## src/rtl/imc_wb_sequencer.sv

```systemverilog
// Wishbone-side initiator for the SRAM IMC wrapper: writes the weight buffer and the
// activation vector, waits for the analog array, then reads back the 64-bit result.
module imc_wb_sequencer #(
    parameter int                     WIDTH_WB_DATA  = 32,
    parameter int                     WIDTH_ADD      = 32,
    parameter int                     MEM_ROW        = 16,
    parameter int                     SRAM_OUT_WIDTH = 16,
    parameter int                     IMC_OUT_WIDTH  = 64,
    parameter logic [WIDTH_ADD-1:0]   ROW_BASE_ADDR  = 32'h3000_0000,
    parameter logic [WIDTH_ADD-1:0]   IMC_TRIG_ADDR  = 32'h3000_0100,
    parameter logic [WIDTH_ADD-1:0]   IMC_RES_ADDR   = 32'h3000_0200,
    parameter int                     WR_CYCLES      = 4,
    parameter int                     IMC_CYCLES     = 8,
    parameter int                     RD_CYCLES      = 2
) (
    input  logic                         clk,
    input  logic                         reset_n,
    input  logic                         load_en,
    input  logic [$clog2(MEM_ROW)-1:0]   load_row,
    input  logic [SRAM_OUT_WIDTH-1:0]    load_data,
    input  logic [SRAM_OUT_WIDTH-1:0]    act_vec,
    input  logic                         start,
    input  logic                         imc_only,
    output logic                         wbs_we_o,
    output logic [WIDTH_ADD-1:0]         wb_addr_o,
    output logic [WIDTH_WB_DATA-1:0]     wb_data_o,
    input  logic [WIDTH_WB_DATA-1:0]     wb_data_i,
    output logic                         busy,
    output logic                         done,
    output logic [IMC_OUT_WIDTH-1:0]     imc_result
);

    localparam int ROW_W      = $clog2(MEM_ROW);
    localparam int CNT_MAX_A  = (WR_CYCLES > IMC_CYCLES) ? WR_CYCLES : IMC_CYCLES;
    localparam int CNT_MAX    = (CNT_MAX_A > RD_CYCLES) ? CNT_MAX_A : RD_CYCLES;
    localparam int CNT_W      = $clog2(CNT_MAX + 1);

    localparam logic [CNT_W-1:0]     CNT_ZERO  = CNT_W'(0);
    localparam logic [CNT_W-1:0]     CNT_ONE   = CNT_W'(1);
    localparam logic [CNT_W-1:0]     WR_LAST   = CNT_W'(WR_CYCLES - 1);
    localparam logic [CNT_W-1:0]     IMC_LAST  = CNT_W'(IMC_CYCLES - 1);
    localparam logic [CNT_W-1:0]     RD_LAST   = CNT_W'(RD_CYCLES - 1);
    localparam logic [ROW_W-1:0]     ROW_ZERO  = ROW_W'(0);
    localparam logic [ROW_W-1:0]     ROW_ONE   = ROW_W'(1);
    localparam logic [ROW_W-1:0]     ROW_LAST  = ROW_W'(MEM_ROW - 1);
    localparam logic [WIDTH_ADD-1:0] RES_HI_ADDR = IMC_RES_ADDR + WIDTH_ADD'(32'd4);

    typedef enum logic [2:0] {
        ST_IDLE     = 3'd0,
        ST_WR_ROW   = 3'd1,
        ST_IMC_TRIG = 3'd2,
        ST_IMC_WAIT = 3'd3,
        ST_RD_LO    = 3'd4,
        ST_RD_HI    = 3'd5,
        ST_DONE     = 3'd6
    } state_t;

    state_t                       state_r, state_nxt_s;
    logic [ROW_W-1:0]             row_r, row_nxt_s;
    logic [CNT_W-1:0]             cnt_r, cnt_nxt_s;
    logic [SRAM_OUT_WIDTH-1:0]    act_r, act_nxt_s;
    logic [SRAM_OUT_WIDTH-1:0]    wbuf_r [MEM_ROW];
    logic [SRAM_OUT_WIDTH-1:0]    row_data_s;

    logic                         we_nxt_s;
    logic [WIDTH_ADD-1:0]         addr_nxt_s;
    logic [WIDTH_WB_DATA-1:0]     data_nxt_s;
    logic                         busy_nxt_s;
    logic                         done_nxt_s;
    logic                         smp_lo_s;
    logic                         smp_hi_s;

    logic                         we_r;
    logic [WIDTH_ADD-1:0]         addr_r;
    logic [WIDTH_WB_DATA-1:0]     data_r;
    logic                         busy_r;
    logic                         done_r;
    logic [IMC_OUT_WIDTH-1:0]     result_r;

    // Next-state, row and cycle-counter logic of the job sequencer.
    always_comb begin
        state_nxt_s = state_r;
        row_nxt_s   = row_r;
        cnt_nxt_s   = cnt_r;
        act_nxt_s   = act_r;
        case (state_r)
            ST_IDLE: begin
                if (start) begin
                    act_nxt_s   = act_vec;
                    row_nxt_s   = ROW_ZERO;
                    cnt_nxt_s   = CNT_ZERO;
                    state_nxt_s = imc_only ? ST_IMC_TRIG : ST_WR_ROW;
                end else begin
                    state_nxt_s = ST_IDLE;
                end
            end
            ST_WR_ROW: begin
                if (cnt_r == WR_LAST) begin
                    cnt_nxt_s = CNT_ZERO;
                    if (row_r == ROW_LAST) begin
                        state_nxt_s = ST_IMC_TRIG;
                    end else begin
                        row_nxt_s = row_r + ROW_ONE;
                    end
                end else begin
                    cnt_nxt_s = cnt_r + CNT_ONE;
                end
            end
            ST_IMC_TRIG: begin
                if (cnt_r == WR_LAST) begin
                    cnt_nxt_s   = CNT_ZERO;
                    state_nxt_s = ST_IMC_WAIT;
                end else begin
                    cnt_nxt_s = cnt_r + CNT_ONE;
                end
            end
            ST_IMC_WAIT: begin
                if (cnt_r == IMC_LAST) begin
                    cnt_nxt_s   = CNT_ZERO;
                    state_nxt_s = ST_RD_LO;
                end else begin
                    cnt_nxt_s = cnt_r + CNT_ONE;
                end
            end
            ST_RD_LO: begin
                if (cnt_r == RD_LAST) begin
                    cnt_nxt_s   = CNT_ZERO;
                    state_nxt_s = ST_RD_HI;
                end else begin
                    cnt_nxt_s = cnt_r + CNT_ONE;
                end
            end
            ST_RD_HI: begin
                if (cnt_r == RD_LAST) begin
                    cnt_nxt_s   = CNT_ZERO;
                    state_nxt_s = ST_DONE;
                end else begin
                    cnt_nxt_s = cnt_r + CNT_ONE;
                end
            end
            ST_DONE: begin
                state_nxt_s = ST_IDLE;
            end
            default: begin
                state_nxt_s = ST_IDLE;
                cnt_nxt_s   = CNT_ZERO;
                row_nxt_s   = ROW_ZERO;
            end
        endcase
    end

    // Row value for the next write; a load landing in the start cycle is forwarded.
    always_comb begin
        if ((state_r == ST_IDLE) && load_en && (load_row == row_nxt_s)) begin
            row_data_s = load_data;
        end else begin
            row_data_s = wbuf_r[row_nxt_s];
        end
    end

    // Bus and status values for the upcoming state, registered below.
    always_comb begin
        we_nxt_s   = 1'b0;
        addr_nxt_s = '0;
        data_nxt_s = '0;
        busy_nxt_s = 1'b1;
        done_nxt_s = 1'b0;
        case (state_nxt_s)
            ST_IDLE: begin
                busy_nxt_s = 1'b0;
            end
            ST_WR_ROW: begin
                we_nxt_s   = 1'b1;
                addr_nxt_s = ROW_BASE_ADDR + WIDTH_ADD'({row_nxt_s, 2'b00});
                data_nxt_s = WIDTH_WB_DATA'(row_data_s);
            end
            ST_IMC_TRIG: begin
                we_nxt_s   = 1'b1;
                addr_nxt_s = IMC_TRIG_ADDR;
                data_nxt_s = WIDTH_WB_DATA'(act_nxt_s);
            end
            ST_IMC_WAIT, ST_RD_LO: begin
                addr_nxt_s = IMC_RES_ADDR;
            end
            ST_RD_HI: begin
                addr_nxt_s = RES_HI_ADDR;
            end
            ST_DONE: begin
                done_nxt_s = 1'b1;
            end
            default: begin
                busy_nxt_s = 1'b0;
            end
        endcase
    end

    // Read data is captured on the final cycle each result address is held.
    always_comb begin
        smp_lo_s = (state_r == ST_RD_LO) && (cnt_r == RD_LAST);
        smp_hi_s = (state_r == ST_RD_HI) && (cnt_r == RD_LAST);
    end

    // State, counters, captured activation and registered outputs.
    always_ff @(posedge clk) begin
        if (!reset_n) begin
            state_r  <= ST_IDLE;
            row_r    <= ROW_ZERO;
            cnt_r    <= CNT_ZERO;
            act_r    <= '0;
            we_r     <= 1'b0;
            addr_r   <= '0;
            data_r   <= '0;
            busy_r   <= 1'b0;
            done_r   <= 1'b0;
            result_r <= '0;
        end else begin
            state_r <= state_nxt_s;
            row_r   <= row_nxt_s;
            cnt_r   <= cnt_nxt_s;
            act_r   <= act_nxt_s;
            we_r    <= we_nxt_s;
            addr_r  <= addr_nxt_s;
            data_r  <= data_nxt_s;
            busy_r  <= busy_nxt_s;
            done_r  <= done_nxt_s;
            if (smp_lo_s) begin
                result_r[WIDTH_WB_DATA-1:0] <= wb_data_i;
            end
            if (smp_hi_s) begin
                result_r[IMC_OUT_WIDTH-1:WIDTH_WB_DATA] <= wb_data_i;
            end
        end
    end

    // Weight buffer: host writes are accepted only while idle.
    always_ff @(posedge clk) begin
        if (!reset_n) begin
            for (int i = 0; i < MEM_ROW; i++) begin
                wbuf_r[i] <= '0;
            end
        end else if ((state_r == ST_IDLE) && load_en) begin
            wbuf_r[load_row] <= load_data;
        end
    end

    assign wbs_we_o   = we_r;
    assign wb_addr_o  = addr_r;
    assign wb_data_o  = data_r;
    assign busy       = busy_r;
    assign done       = done_r;
    assign imc_result = result_r;

endmodule
```

## config.mk

```make
export PLATFORM = sky130hd
export DESIGN_NAME = imc_wb_sequencer
export DESIGN_NICKNAME = d
export VERILOG_FILES = /design/src/rtl/imc_wb_sequencer.sv
export SDC_FILE = /design/constraint.sdc
export NUM_CORES = 1
export LEC_CHECK = 0
export ABC_AREA = 1
export CORE_MARGIN = 3
export CORE_UTILIZATION = 55
export DETAILED_ROUTE_END_ITERATION = 12
export GPL_TIMING_DRIVEN = 0
export PLACE_DENSITY_LB_ADDON = 0.08
export SETUP_SLACK_MARGIN = 0.3
export SLEW_MARGIN = 20
export SYNTH_ARGS = -nofsm -noshare
export SYNTH_HDL_FRONTEND = slang
export SYNTH_SLANG_ARGS = --single-unit
```

## constraint.sdc

```tcl
create_clock -name clk -period 3.3 [get_ports clk]
set_clock_uncertainty 0.2 [all_clocks]
set_input_delay 0.66 -clock clk [delete_from_list [all_inputs] [get_ports clk]]
set_output_delay 0.66 -clock clk [all_outputs]
set_load 0.02 [all_outputs]
```

**Yosys cells after proc, flatten, opt, wreduce, memory -nomap -nowiden**

Memories as Yosys holds them, arrays and structs flattened.
Cells that the tools add are included.

- Register bits after elaboration: 158
- Word-level logic and storage cells: 80
- RAM bits: 256
- Memories: 1

Memories:

| memory | words | bits a word | read ports | clocked after Yosys merged registers in | wr ports | RTL line | source |
|---|---|---|---|---|---|---|---|
| wbuf_r | 16 | 16 | 1 | 0 | 16 | 62 | `logic [SRAM_OUT_WIDTH-1:0] wbuf_r [MEM_ROW];` |

- Eq/ne operators: 18
- Reductions and logical operators: 13
- Bitwise logic cells: 1
- Add/sub/neg operators: 3
- Muxes and demuxes: 33

Operators with widths:

| kind | count |
|---|---|
| case mux 31 bit (4 select lines) | 1 |
| two-way mux 16 bit | 4 |
| two-way mux 4 bit | 8 |
| case mux 16 bit (2 select lines) | 1 |
| adder 30 x 6 -> 31 bit (first input constant) | 1 |
| case mux 4 bit (5 select lines) | 1 |
| == test 3 bit (second input constant) | 6 |
| two-way mux 3 bit | 6 |
| case mux 3 bit (6 select lines) | 1 |
| OR reduction 16 bit | 1 |
| == test 3 x 2 -> 1 bit (second input constant) | 4 |
| case mux 4 bit (3 select lines) | 1 |
| adder 4 x 1 -> 4 bit (second input constant) | 2 |
| two-way mux 1 bit | 8 |
| OR reduction 2 bit | 4 |
| == test 3 x 1 -> 1 bit (second input constant) | 2 |
| OR reduction 6 bit | 1 |
| OR reduction 5 bit | 1 |
| == test 4 x 1 -> 1 bit (second input constant) | 1 |
| == test 4 x 2 -> 1 bit (second input constant) | 1 |
| == test 4 x 3 -> 1 bit (second input constant) | 1 |
| == test 4 bit | 1 |
| == test 4 bit (second input constant) | 1 |
| logical AND 1 bit | 4 |
| 5 further kinds | 6 |

**Depth between registers and ports, before layout**

- Depth after elaboration: 8
- Gate-level depth with buffers: 17
- Mapped depth without buffers: 16

**Least setup slack after synthesis**

OpenSTA, ideal clock, no wires.

- Kind: input to register
- Start: input load_en
- End: memory wbuf_r[11][0], enable pin
- Arrival time: 2137 ps
- Stages on the path: 6
- Buffers on the path: 1
- Slack: 591 ps
- Data required time: 2728 ps
- Library setup time: 372 ps
- Cell sequence: and3_1 nand2_1 nor3_1 nand2_2 clkbuf_1 nand2_1

RTL lines:

| what | RTL line | source |
|---|---|---|
| from (decl) | 18 | `input logic load_en,` |
| to (decl) | 62 |  |

**Worst setup path in the final report**

- Start: input start
- End: register data_r[13] (netlist: wb_data_o[13])

- Word-level cells in the longest chain between the ends: 6
- Elaborated cells on any way between the ends: 13
- Classes of those cells: eq/ne: 3; mux: 8; reduce/logical: 1; memory: 1

RTL lines:

| what | RTL line | source |
|---|---|---|
| from (decl) | 22 | `input logic start,` |
| branches (longest 5 deep; another with memory (16 x 16 bit)) | -- |  |
| case mux 16 bit (2 select lines) * | 168 | `case (state_nxt_s)` |
| to (signal assigned) | 223 | `data_r <= data_nxt_s;` |
| to (decl) | 75 | `logic [WIDTH_WB_DATA-1:0] data_r;` |

Every way passes the cells marked *.
A chain may end at the register's enable or synchronous reset.

==> flow_summary.yaml <==
run_status:
  outcome: "finished, final reports clean"
timing:
  final-setup-viol-count: 0
  finalCritPeriodShare: 0.885
  finalMaxSlewViolations: 0
  whs_ns: 0.281
  period_needed_ns: 2.92
  fmax_mhz: 342
  finalHoldViolations: 0
  worst_slew_margin_rel: 0.421
  setup_ws_ns: 0.380
  tightest_slew_ns: 0.869
  rsz0062_at_grt: "yes"
global_routing:
  grt_max_degree: 17
  antenna_found_initial: 0
  overflow: 0
  grt_use_total: 0.308
  grt_pass1_wl_um: 77800
  grt_pass1_vias: 13820
floorplanning:
  die_area_um2: 32500
  die_h_um: 180
  die_x_um: 180
  std_cell_rows: 63
  num_io_pins: 204
  fp.coreArea_um2: 29800
  initial_core_util: 0.561
finish:
  nets: 2155
  final_cell_count_no_fill: 2500
  area_growth_syn_to_layout_pct: 23.2
  final_common_cell: "nor2_1"
  n_antenna_cell: 0
  mostFrequentLayoutCells: "nor2_1, nand3_1, edfxtp_1, nand2_1, clkdlybuf4s50_1"
  final_util: 0.691
  nFillCells: 2387
  drive_gt1_frac: 0.127
clocking:
  clock-sinks: 373
  tritoncts: "built"
  cts_root_buf: "clkbuf_16"
  cts_buffer_depth: 3
  h-tree-depth: 2
  cts_buffers: 40
  cts.clk_slew.worst_paths_ns: 0.06
  clock_latency_ns: 0.54
power_and_ir_drop:
  ir_drop_v: 0.000437
  cellLeakagePower_nw: 8.56
  power.density_nw_per_um2: 506
  p_total_mw: 10.4
placement:
  dp_hpwl_um: 36200
  dpl.cell_count: 2426
  pre_cts_ws_ns: -0.955
  place_congestion: 0.999
  port_buffers: 163
drt:
  drt_iter0_drc: 1562
  avgRoutedWirePerCell_um: 20.4
  wl_um: 51100
  drc: 0
  final_antenna_net_count: 0
  vias_per_cell: 5.65
  drt-pass1-iter-count: 6
  route.vias.total: 14114
critical_path:
  crit_top_cell: "nand2_1"
  slowest_delay_ns: 0.51
  cp_slowest_cell: "clkdlybuf4s50_1"
  end_kind: "register"
  critPathRequiredTime_ns: 3.52
  startpoint_type: "input pin"
  critPathArrivalTime_ns: 3.14
  path_cells: "clkdlybuf4s50_1, inv_1, nand3_1, nand3_2, nand2_1, nand2_1, inv_4, buf_4, buf_4, nand3_1, nand3_1, nand3_1, nand2_1, nand2_1, nand2_1, nand2_1"
  crit_type: "in -> reg"
  worst-path-max-fanout: 10
logic_synthesis:
  yosysWarnings: 0
  synth_area_um2: 16700
  ys_seq_area_frac: 0.600
  ys_seq_elements: 373
  avgSynthCellArea_um2: 9.11
  synth_area_leader_cell: "edfxtp_1"
  synth.area.top_cells: "edfxtp_1, dfxtp_1, nand3_1"
  syn_inst: 1834
  yosysUniqueCellTypes: 38
  synth_top_area_share: 0.460
min_path:
  hp-class: "reg -> reg"
job:
  drv_cap: 0
## critical path: cells and delay by family
kind | cells | cell delay (ns)
AND/OR/NAND/NOR | 11 | 1.34
buffers and inverters | 5 | 1.12
## logic make-up after synthesis
group           Yosys count  synth area share
fa+ha+maj                 3           0.00225
xor+xnor                  2           0.00105
mux                      16           0.00958
compound gates           80            0.0248
other cells               1          0.000224
flops                   373             0.600
simple gates           1128             0.296
buf+inv                 231            0.0659
## layout make-up
cell class | count | area [um2] | area share
inverters | 64 | 243 | 0.0118
plain buffers | 167 | 931 | 0.0452
flip-flops and latches | 373 | 10000 | 0.487
clock inverters | 15 | 140 | 0.00680
well taps | 390 | 488 | 0.0237
multi-input cells | 1269 | 5980 | 0.290
clock buffers | 58 | 1130 | 0.0550
repair buffers | 164 | 1650 | 0.0802
## per-layer routing
metal	vias to the layer above	track usage	part of all wire
li1	6564	-	-
met1	6629	0.400	0.38
met2	758	0.488	0.46
met3	163	0.0759	0.11
met4	0	0.150	0.053
met5	-	0	0
## stage by stage
| stage | area, um2 | TNS, ns |
|---|---|---|
| 6_report | 20600 | 0 |
| 5_1_grt | 20600 | 0 |
| 4_1_cts | 20300 | 0 |
| 3_5_place_dp | 19000 | -202.80 |
| 3_3_place_gp | 19000 | -205.18 |
| 2_1_floorplan | 16900 | 0 |
## registers in the layout, indices dropped and copies added, names as in the netlist
register,flops
busy,1
imc_result,64
act_r,16
wb_data_o,16
wbuf_r,256
row_r,4
wbs_we_o,1
done,1
wb_addr_o,7
cnt_r,4
state_r,3
## path summary, 6_finish.rpt
check	from	end	slack (ns)	cells after the start
worst max-delay path	start	wb_data_o[13]	0.38	16
worst min-delay path	act_r[5]	act_r[5]	0.28	2
worst max register to register	state_r[1]	wbuf_r[4][13]	0.39	7
worst min register to register	act_r[5]	act_r[5]	0.28	2
## report_power, final
group	internal, mW	switching, mW	total, mW	leakage (nW)
sequential	5.15	0.0562	5.21	3.60
combinational	0.297	0.540	0.837	4.34
clock	2.55	1.83	4.38	0.615
## cell usage after synthesis, drive strengths merged
library cell	n
and3	1
nand4	3
xor2	1
dfxtp	117
a22oi	1
ha	3
buf	93
clkbuf	74
inv	48
nand3	389
edfxtp	256
a31oi	1
o21bai	1
o22ai	2
nor2	433
o211ai	1
xnor2	1
mux2i	16
nand2	278
a21oi	4
o21ai	69
nor3	5
o31ai	1
or2	19
conb	1
clkinv	16
## timing repair
item                       CTS  global route
setup endpoints to repair  273           247
gates resized for setup     25            88
setup buffers                0             1
hold buffers                 0             0
Power figures use the tool's default switching activity.
